[src/rtl/sw_debouncer.sv]
`default_nettype none
// ============================================================================
// sw_debouncer : 2-flop synchronizer + per-bit debounce FSM with rise/fall pulses
// Rev 1.0
// ============================================================================
module sw_debouncer #(
    parameter int NB_SW       = 4,
    parameter int NB_DBNC     = 16,
    parameter int DBNC_CYCLES = 50000
) (
    input  logic             clock,
    input  logic             i_reset,
    input  logic [NB_SW-1:0] i_sw,
    output logic [NB_SW-1:0] o_sw,
    output logic [NB_SW-1:0] o_sw_rise,
    output logic [NB_SW-1:0] o_sw_fall
);

    typedef enum logic {
        ST_STABLE  = 1'b0,
        ST_PENDING = 1'b1
    } state_t;

    localparam logic [NB_DBNC-1:0] C_CNT_LAST  = NB_DBNC'(DBNC_CYCLES - 1);
    localparam logic [NB_DBNC-1:0] C_CNT_FIRST = NB_DBNC'(1);

    logic [NB_SW-1:0] r_sw_s1;
    logic [NB_SW-1:0] r_sw_s2;

    always_ff @(posedge clock or negedge i_reset) begin
        if (!i_reset) begin
            r_sw_s1 <= '0;
            r_sw_s2 <= '0;
        end else begin
            r_sw_s1 <= i_sw;
            r_sw_s2 <= r_sw_s1;
        end
    end

    for (genvar i = 0; i < NB_SW; i++) begin : g_bit
        state_t             r_state;
        logic [NB_DBNC-1:0] r_cnt;
        logic               r_level;
        logic               r_rise;
        logic               r_fall;

        // The detection cycle already counts as the first stable sample, so
        // acceptance lands DBNC_CYCLES samples after the new level reaches sw_s2.
        always_ff @(posedge clock or negedge i_reset) begin
            if (!i_reset) begin
                r_state <= ST_STABLE;
                r_cnt   <= '0;
                r_level <= 1'b0;
                r_rise  <= 1'b0;
                r_fall  <= 1'b0;
            end else begin
                r_rise <= 1'b0;
                r_fall <= 1'b0;
                case (r_state)
                    ST_STABLE: begin
                        r_cnt <= '0;
                        if (r_sw_s2[i] != r_level) begin
                            r_state <= ST_PENDING;
                            r_cnt   <= C_CNT_FIRST;
                        end
                    end
                    ST_PENDING: begin
                        if (r_sw_s2[i] == r_level) begin
                            r_state <= ST_STABLE;
                            r_cnt   <= '0;
                        end else if (r_cnt == C_CNT_LAST) begin
                            r_level <= r_sw_s2[i];
                            r_rise  <= r_sw_s2[i];
                            r_fall  <= ~r_sw_s2[i];
                            r_state <= ST_STABLE;
                            r_cnt   <= '0;
                        end else begin
                            r_cnt <= r_cnt + 1'b1;
                        end
                    end
                    default: begin
                        r_state <= ST_STABLE;
                        r_cnt   <= '0;
                    end
                endcase
            end
        end

        assign o_sw[i]      = r_level;
        assign o_sw_rise[i] = r_rise;
        assign o_sw_fall[i] = r_fall;
    end

endmodule
`default_nettype wire

[config.mk]
export PLATFORM = sky130hd
export DESIGN_NAME = sw_debouncer
export DESIGN_NICKNAME = d
export VERILOG_FILES = /design/src/rtl/sw_debouncer.sv
export SDC_FILE = /design/constraint.sdc
export NUM_CORES = 1
export LEC_CHECK = 0
export ABC_AREA = 0
export ABC_CLOCK_PERIOD_IN_PS = 5900
export BUFFER_PORTS_ARGS = -buffer_cell sky130_fd_sc_hd__buf_2
export CAP_MARGIN = 20
export CORE_ASPECT_RATIO = 1.75
export CORE_MARGIN = 2
export CORE_UTILIZATION = 65
export DETAILED_ROUTE_END_ITERATION = 7
export PLACE_DENSITY = 0.93
export SYNTH_ARGS = -nofsm -noshare
export SYNTH_HDL_FRONTEND = slang
export SYNTH_SLANG_ARGS = --single-unit
[constraint.sdc]
create_clock -name clock -period 5.9 [get_ports clock]
set_input_delay 0.295 -clock clock [delete_from_list [all_inputs] [get_ports clock]]
set_output_delay 0.295 -clock clock [all_outputs]
set_load 0.02 [all_outputs]
==> results.md, run 1 <==
- Status: finished clean
- TNS Setup: 0 ns
- Tcrit/Tclk final: 0.385
- Worst EP arrival: 2.49 ns
- Worst-margin pin slew: 0.623 ns
- Synth warn: 0
- ANT nets after route: 0
- Total wire length: 7110 um
- Worst Path Required: 6.12 ns
- Fin Hold WS: 0.0275 ns
- First-pass DRT Iterations: 4
- Post_cts resized: 0
- # IOs: 18
- Critical path cell sequence: or4b_1 -> or4_1 -> nand2b_1 -> o21ai_0
- Die Wd: 63.5 um
- Sw Pwr: 0.255 mW
- CTS sink cnt: 88
- CTS tree: done
- Fill cells: 443
- Synth cell types: 33
- PwrDens: 245 mW/mm^2
- Crit-path slowest cell: or4_1
- Top-area cell type share of the netlist area: 0.546
- Clock skew: 0.0105 ns
- Post-Synthesis Mean Instance Area: 10.4 um^2
- Buffers on Ports: 17
- Clock buffer depth: 2
- Dominant cells by area after synthesis: dfrtp_1 (55%), xnor2_1 (12%), nor2_1 (6.9%)
- Type of the most critical hold path: input port to flip-flop
- Reg area: 0.00220 mm^2
- CP Class: flip-flop to flip-flop
- H-Tree Depth: 3
- Clk_lat worst skew: 0.37 ns
- Seq cells post-synth: 88
- Via count: 2768
- Post-CTS Setup Bufs: 0
- Sw Share: 0.242
- Antenna violations before repair: 0
- Final Max Tran Viols: 0
- 1st-iter DRT viols: 177
- Slowest stage delay, CP: 0.58 ns
- Synth Flop Type: dfrtp_1
- Crit path time final: 2.27 ns
- Worst Path Buf+Inv: 0
- Reg power frac: 0.599
- Largest net degree at the start of global routing: 89
- Nets: 409
- Crit end category: flip-flop
- Diodes inserted: 0
- Synthesized Nets: 399
- Static Leak: 1.69 nW
- All-Layer GR Usage: 0.232
- Worst setup SP type: flip-flop
- Finish-stage setup viols: 0
- Detailed-route DRC error count: 0
- Root Driver: clkbuf_8
- RSZ-0062 raised after global routing: no
- Post-synth top area cell: dfrtp_1
- Clock-pin slew of the registers on the worst-case setup and hold paths: 0.08 ns
- Number of global-route vias before repair: 2804
- Crit-path max FO: 16
- Fmax: 440 MHz
- Cell Int Power: 0.798 mW
- Logic pwr share: 0.049
- CP top delay family: simple AND/OR/NAND/NOR gates
- Max_slew headroom: 0.584
- Placed inst area: 0.00409 mm^2
- Async SR Flop Fraction: 1.00
- Final core area utilization: 0.706
- Core Region: 0.00609 mm^2
- Gpl congestion: 0.775
- Die Area: 0.00687 mm^2
- Commonest non-fill, non-tap cell in the layout: dfrtp_1
- Multi-input logic area: 0.00164 mm^2
- Gate Count Post-Synth: 389
- Seq/Total Area, Yosys: 0.546
- Post-synthesis cell area: 0.00403 mm^2
- Final Hold Fails: 0
- First-pass GRT wire length: 12200 um
- Synth-to-Final Area Change: 6.58%
- Layout cells sized above 1: 0.0916
- GRT overflow: 0
- Hold Buf Count CTS: 0
- CTS buffer count: 9
- Post-synth EDFFs: 0
- Routed vias/inst: 5.72
- Max rail drop VDD: 0.188 mV
- Design Power: 1.05 mW
- DIE HEIGHT: 108 um
- Site Rows: 38
- Count of max-cap constraint violations: 0
- Most frequent cells in the layout: dfrtp_1 (88), nor2_1 (74), xnor2_1 (53)
- Detailed placer's ending HPWL: 4930 um
- DR WL/cell: 14.7 um
- Clock power share: 0.352
- Final Instance Area: 0.00430 mm^2
- Starting Density: 0.663
-- area by class of cell --
class	count	share of cell area
Inverter	15	0.0131
Timing Repair Buffer	19	0.0291
Clock buffer	12	0.0338
Sequential cell	88	0.512
Clock inverter	4	0.00699
Tap cell	80	0.0233
Multi-Input combinational cell	266	0.381
-- per-layer routing --
metal  up-vias  track usage  part of all wire
met5         -            0                 0
met4         0        0.143             0.031
met3        20       0.0552             0.034
met2        59        0.405              0.55
met1      1352        0.253              0.39
li1       1337            -                 -
-- kinds of logic (layout without fill, tap and decap cells) --
kind of cell             count (synthesis)  count (layout)  synth area share
AND/OR/NAND/NOR                        187             187             0.237
flip-flops                              88              88             0.546
XOR/XNOR                                59              59             0.128
AO/OA/AOI/OAI                           12              12            0.0174
multiplexers                             4               4            0.0112
adder cells (fa/ha/maj)                  4               4            0.0124
buffers and inverters                   35              50            0.0475
-- registers in the layout, summed over array words and instances (netlist names) --
name	flops
g_bit.r_state	4
r_sw_s1	4
g_bit.r_fall	4
r_sw_s2	4
g_bit.r_cnt	64
g_bit.r_rise	4
g_bit.r_level	4
-- Yosys cell counts, types with 2 or more instances --
library cell / instances
nor4_1: 13
buf_4: 14
nor4b_1: 2
inv_1: 15
xnor2_1: 53
and2_1: 4
mux2_2: 2
o22ai_1: 4
ha_1: 4
mux2_1: 2
nor2_1: 74
xor2_1: 6
dfrtp_1: 88
nand2_1: 14
clkbuf_1: 5
or4bb_1: 3
o21ai_0: 4
nand4_1: 15
nand3_1: 20
or4_1: 4
nand2b_1: 6
o31ai_1: 2
nand4b_1: 2
a21oi_1: 2
nor3_1: 20
nor4bb_1: 4
-- power by group through the flow --
stage	Clock, mW	Combinational [mW]	Sequential (mW)
floorplan	0	0.0322	0.639
global placement	0	0.0456	0.640
detailed placement	0	0.0490	0.642
CTS	0.380	0.0493	0.630
global route	0.401	0.0596	0.633
finish	0.371	0.0511	0.631
-- worst paths after layout --
check	startpoint	cells after the start	to	slack (ns)
min reg2reg	r_sw_s1[2]$_DFF_PN0_	0	r_sw_s2[2]$_DFF_PN0_	0.35
min in group asynchronous	i_reset	2	g_bit[1].r_cnt[2]$_DFF_PN0_	0.29
max	g_bit[2].r_cnt[10]$_DFF_PN0_	4	g_bit[2].r_state$_DFF_PN0_	3.63
max reg2reg	g_bit[2].r_cnt[10]$_DFF_PN0_	4	g_bit[2].r_state$_DFF_PN0_	3.63
max in group asynchronous	i_reset	3	g_bit[3].r_cnt[5]$_DFF_PN0_	5.00
min	i_sw[0]	1	r_sw_s1[0]$_DFF_PN0_	0.03
-- metrics by stage --
stage	cells	setup WS (ns)
6_report	484	3.63
5_1_grt	484	3.47
4_1_cts	482	3.61
3_5_place_dp	466	3.62
3_3_place_gp	466	3.69
2_1_floorplan	389	3.88
(Power assumes the default switching activity.)
==> inputs of run 2 (changes only) <==
- ABC_CLOCK_PERIOD_IN_PS: 5900 -> 2000
- CORE_UTILIZATION: 65 -> 55
- PLACE_DENSITY: 0.93 -> 0.84
- clock period: 5.9 -> 2 ns (I/O delays scaled with it)
==> run 2 against run 1 <==
  * The run now ends with negative setup slack left
  * Combinational power grew to 3.7 times the previous value
  * Clock skew shrank 0.0038 ns
  * Critical path depth is the same
  * Sequential share of layout area shrank 4.6 points
  * Final area grew 9.8%
  * Clock power grew to 4.4 times the previous value
==> results.md, run 2 (same netlist as run 1, synthesis figures left out) <==
- Status: finished with violations
- Failing checks: negative setup slack
- H-Tree Depth: 3
- Critical path cell sequence: or4bb_1 -> or4_4 -> nor2_4 -> mux2_4
- GRT overflow: 0
- CTS tree: done
- Static Leak: 1.91 nW
- Routed vias/inst: 5.55
- Core Region: 0.00718 mm^2
- Slowest stage delay, CP: 0.58 ns
- Detailed-route DRC error count: 0
- ANT nets after route: 0
- TNS Setup: -0.0121 ns
- Tcrit/Tclk final: 1.01
- Cells on worst reg2reg path: 4
- First-pass GRT wire length: 13300 um
- Worst setup SP type: flip-flop
- Via count: 2909
- Antenna violations before repair: 0
- Final Hold Fails: 0
- First-pass DRT Iterations: 4
- Root Driver: clkbuf_16
- Die Area: 0.00806 mm^2
- Clock-pin slew of the registers on the worst-case setup and hold paths: 0.06 ns
- Clock buffer depth: 2
- Design Power: 3.68 mW
- Worst EP arrival: 2.24 ns
- Gpl congestion: 0.858
- Worst Path Required: 2.22 ns
- CP Class: flip-flop to flip-flop
- Final Max Tran Viols: 0
- Crit-path slowest cell: or4_4
- Max rail drop VDD: 0.515 mV
- # IOs: 18
- Buffers on Ports: 17
- Count of max-cap constraint violations: 0
- Final Instance Area: 0.00472 mm^2
- CTS buffer count: 9
- Placed Cells: 501
- Crit end category: flip-flop
- Number of global-route vias before repair: 3055
- Worst-margin pin slew: 0.545 ns
- Crit path time final: 2.01 ns
- Final WS setup: -0.0121 ns
- Layout cells sized above 1: 0.167
- Total wire length: 7800 um
- Clock skew: 0.00667 ns
- Diodes inserted: 0
- Placed inst area: 0.00434 mm^2
- Fmax: 497 MHz
- Die Wd: 68.7 um
- DR WL/cell: 14.9 um
- RSZ-0062 raised after global routing: yes
- Most frequent cells in the layout: dfrtp_1 (88), nor2_1 (72), xnor2_1 (53)
- Detailed placer's ending HPWL: 5370 um
- Worst reg2reg endpoint: g_bit[2].r_level$_DFFE_PN0P_
- Worst slack, placed: -0.0355 ns
- Final core area utilization: 0.657
- Clk_lat worst skew: 0.34 ns
- DIE HEIGHT: 117 um
- Finish-stage setup viols: 1
- R2r setup slk: -0.01 ns
- Reg-to-reg startpoint: g_bit[2].r_cnt[13]$_DFF_PN0_
- Site Rows: 41
- Crit-path max FO: 3
- Max_slew headroom: 0.637
- 1st-iter DRT viols: 261
- Largest register FFs: 64
- Synth-to-Final Area Change: 17.0%
- Largest net degree at the start of global routing: 44
- Nets: 443
- Biggest register: g_bit.r_cnt
- PwrDens: 780 mW/mm^2
- Type of the most critical hold path: input port to asynchronous set/reset pin
- Fin Hold WS: 0.288 ns
- CTS sink cnt: 88
- Commonest non-fill, non-tap cell in the layout: dfrtp_1
- Starting Density: 0.561
- Final Non-Filler Cells: 524
- All-Layer GR Usage: 0.222
[run 2: cell count changes in the layout (fill, tap and decap cells not counted), moves of 4 or more]
| cell | delta |
|---|---|
| dlygate4sd3_1 | +4 |
| clkbuf_8 | -10 |
| clkbuf_16 | +9 |
| buf_4 | +28 |
[run 2: cell type report]
type	count	area, um^2
fillers	536	2460
flip-flops and latches	88	2200
multi-input cells	266	1670
repair buffers	53	399
clock buffers	10	229
well taps	86	108
clock inverters	6	60.1
inverters	15	56.3
[run 2: worst max-delay path by stage]
stage                                 start                           end  slack (ns)  depth (start not counted)
6_report       g_bit[2].r_cnt[13]$_DFF_PN0_  g_bit[2].r_level$_DFFE_PN0P_       -0.01                          4
4_1_cts        g_bit[2].r_cnt[11]$_DFF_PN0_  g_bit[2].r_level$_DFFE_PN0P_       -0.02                          4
5_1_grt        g_bit[2].r_cnt[13]$_DFF_PN0_  g_bit[2].r_level$_DFFE_PN0P_       -0.07                          4
2_1_floorplan  g_bit[3].r_cnt[12]$_DFF_PN0_  g_bit[3].r_level$_DFFE_PN0P_       0.002                          4
3_3_place_gp   g_bit[3].r_cnt[12]$_DFF_PN0_  g_bit[3].r_level$_DFFE_PN0P_        0.02                          4
3_5_place_dp   g_bit[3].r_cnt[12]$_DFF_PN0_  g_bit[3].r_level$_DFFE_PN0P_       -0.04                          4
[run 2: worst max-delay path: cells and delay by family, from the launching register on]
family           cells  cell delay (ns)
multiplexers         1             0.31
AND/OR/NAND/NOR      3             1.22
flip-flops           1             0.37
[run 2: layer usage]
metal / GRT usage / vias to the layer above / routed length (um)
met5: 0 / - / 0
met4: 0.119 / 0 / 199
met3: 0.0449 / 17 / 272
met2: 0.388 / 63 / 4260
met1: 0.246 / 1434 / 3070
li1: - / 1395 / -
[run 2: repair_timing]
| item | 4_1_cts | 5_1_grt |
|---|---|---|
| buffers inserted | 1 | 1 |
| pin swaps | 4 | 2 |
| setup endpoints to repair | 6 | 16 |
| hold buffers | 5 | 0 |
| endpoints found under the hold margin | 44 | 0 |
| gates resized for setup | 5 | 1 |
[run 2: power by group]
group	internal [mW]	switching [mW]
clock network	0.960	0.672
registers	1.82	0.0401
logic	0.0733	0.115
==> inputs of run 3 (changes only) <==
- BUFFER_PORTS_ARGS: -buffer_cell sky130_fd_sc_hd__buf_2 -> unset
- CORE_UTILIZATION: 55 -> 57
- DONT_BUFFER_PORTS: unset -> 1
==> run 3 against run 2 <==
  * The flow finishes with violations (negative hold slack, negative setup slack)
  * Worst hold slack got worse by 0.84 ns
  * Count of clock-buffer cells in the layout grew 1
  * Clock skew decreased by 0.00091 ns
  * Register-to-register slack about the same
  * Fmax is 0.60% lower
  * Final area down 2.7%
  * Cell count decreased by 4.2%
  * Via count down 1.1%
  * Non-clock buffer count fell by 20
  * Core utilization is 1.3 points higher
  * Largest cell class unchanged
==> results.md, run 3 (same netlist as run 1, synthesis figures left out) <==
- Crit-path max FO: 3
- Commonest non-fill, non-tap cell in the layout: dfrtp_1
- Crit end category: flip-flop
- Count of max-cap constraint violations: 0
- Critical path cell sequence: or4_1 -> or4_4 -> nor2_4 -> mux2_4
- Clock skew: 0.00576 ns
- Starting Density: 0.588
- Crit path time final: 2.02 ns
- CTS tree: done
- Final core area utilization: 0.670
- Die Area: 0.00779 mm^2
- Final Max Tran Viols: 0
- Worst setup SP type: flip-flop
- Clk_lat worst skew: 0.34 ns
- Final Hold Fails: 88
- Status: finished with violations
- Worst EP arrival: 2.25 ns
- Synth-to-Final Area Change: 13.9%
- CTS sink cnt: 88
- Antenna violations before repair: 0
- Placed inst area: 0.00420 mm^2
- Finish-stage setup viols: 3
- Final Non-Filler Cells: 502
- Site Rows: 40
- Worst reg2reg endpoint: g_bit[3].r_level$_DFFE_PN0P_
- TNS Setup: -0.0274 ns
- Failing checks: negative hold slack, negative setup slack
- DR WL/cell: 15.2 um
- Fin Hold WS: -0.547 ns
- CP Class: flip-flop to flip-flop
- PwrDens: 801 mW/mm^2
- Clock-pin slew of the registers on the worst-case setup and hold paths: 0.06 ns
- Buffers on Ports: 0
- Diodes inserted: 0
- Hold Buf Count CTS: 4
- Static Leak: 1.81 nW
- Worst-margin pin slew: 0.401 ns
- Nets: 423
- Total wire length: 7610 um
- Reg-to-reg startpoint: g_bit[3].r_cnt[7]$_DFF_PN0_
- Routed vias/inst: 5.73
- R2r setup slk: -0.02 ns
- Fill cells: 460
- Largest register FFs: 64
- DIE HEIGHT: 115 um
- Slowest stage delay, CP: 0.57 ns
- Fmax: 494 MHz
- All-Layer GR Usage: 0.223
- Biggest register: g_bit.r_cnt
- Layout cells sized above 1: 0.132
- CTS buffer count: 9
- Core Region: 0.00686 mm^2
- Most frequent cells in the layout: dfrtp_1 (88), nor2_1 (72), xnor2_1 (53)
- Worst Path Buf+Inv: 0
- # IOs: 18
- Type of the most critical hold path: input port to asynchronous set/reset pin
- Worst Path Required: 2.23 ns
- RSZ-0062 raised after global routing: yes
- Max rail drop VDD: 0.449 mV
- Largest net degree at the start of global routing: 89
- Number of global-route vias before repair: 2987
- CP top delay family: simple AND/OR/NAND/NOR gates
- Final WS setup: -0.0243 ns
- 1st-iter DRT viols: 268
- First-pass GRT wire length: 13200 um
- GRT overflow: 0
- Detailed-route DRC error count: 0
- ANT nets after route: 0
- Crit-path slowest cell: or4_4
- Root Driver: clkbuf_16
- Via count: 2876
- First-pass DRT Iterations: 4
- H-Tree Depth: 3
- Cells on worst reg2reg path: 4
- Max_slew headroom: 0.731
- Final Instance Area: 0.00459 mm^2
- Placed Cells: 479
- Tcrit/Tclk final: 1.01
- Die Wd: 67.6 um
- Clock buffer depth: 2
- Gpl congestion: 0.799
- Detailed placer's ending HPWL: 5010 um
==> run 3: cell count changes in the layout (fill, tap and decap cells not counted) <==
cell / change
buf_2: -16
clkinvlp_4: -1
nand2b_4: +1
clkinv_4: +1
nand2b_1: -1
clkinv_2: -1
dlygate4sd3_1: -1
buf_12: -2
buf_6: -1
clkbuf_8: +1
==> run 3: area by class of cell <==
class                           instances  area, um^2  share of cell area
Timing Repair Buffer                   33         258              0.0561
Clock buffer                           11         243              0.0528
Inverter                               15        56.3              0.0123
Clock inverter                          5        56.3              0.0123
Tap cell                               84         105              0.0229
Sequential cell                        88        2200               0.479
Multi-Input combinational cell        266        1670               0.364
==> run 3: worst max-delay path by stage <==
| stage | start | to | slack [ns] | depth (start not counted) |
|---|---|---|---|---|
| floorplan | g_bit[3].r_cnt[12]$_DFF_PN0_ | g_bit[3].r_level$_DFFE_PN0P_ | 0.002 | 4 |
| global placement | g_bit[3].r_cnt[12]$_DFF_PN0_ | g_bit[3].r_level$_DFFE_PN0P_ | 0.02 | 4 |
| detailed placement | g_bit[3].r_cnt[12]$_DFF_PN0_ | g_bit[3].r_level$_DFFE_PN0P_ | -0.03 | 4 |
| CTS | g_bit[2].r_cnt[11]$_DFF_PN0_ | g_bit[2].r_level$_DFFE_PN0P_ | -0.01 | 4 |
| global route | g_bit[3].r_cnt[7]$_DFF_PN0_ | g_bit[3].r_level$_DFFE_PN0P_ | -0.05 | 4 |
| finish | g_bit[3].r_cnt[7]$_DFF_PN0_ | g_bit[3].r_level$_DFFE_PN0P_ | -0.02 | 4 |
==> run 3: metrics by stage <==
stage / total power, mW / hold WS, ns / setup slack (ns)
4_1_cts: 3.69 / -0.553 / -0.0102
5_1_grt: 3.80 / -0.561 / -0.0550
2_1_floorplan: 1.98 / -0.196 / 0.00199
3_3_place_gp: 2.01 / -0.193 / 0.0184
6_report: 3.68 / -0.547 / -0.0243
3_5_place_dp: 2.02 / -0.194 / -0.0260
==> run 3: per-layer routing <==
layer | global-route usage | share of wire
met1 | 0.252 | 0.40
met2 | 0.386 | 0.55
met3 | 0.0479 | 0.032
met4 | 0.113 | 0.024
met5 | 0 | 0
==> run 3: report_power, final <==
part | internal (mW) | total (mW) | switching, mW
Sequential | 1.82 | 1.86 | 0.0400
Clock | 0.999 | 1.67 | 0.674
Combinational | 0.0604 | 0.141 | 0.0805
==> run 3: repair_timing <==
action,4_1_cts,5_1_grt
resized for setup,4,2
pin swaps,4,4
hold endpoints to repair,92,88
setup endpoints to repair,2,31
buffers inserted,1,2
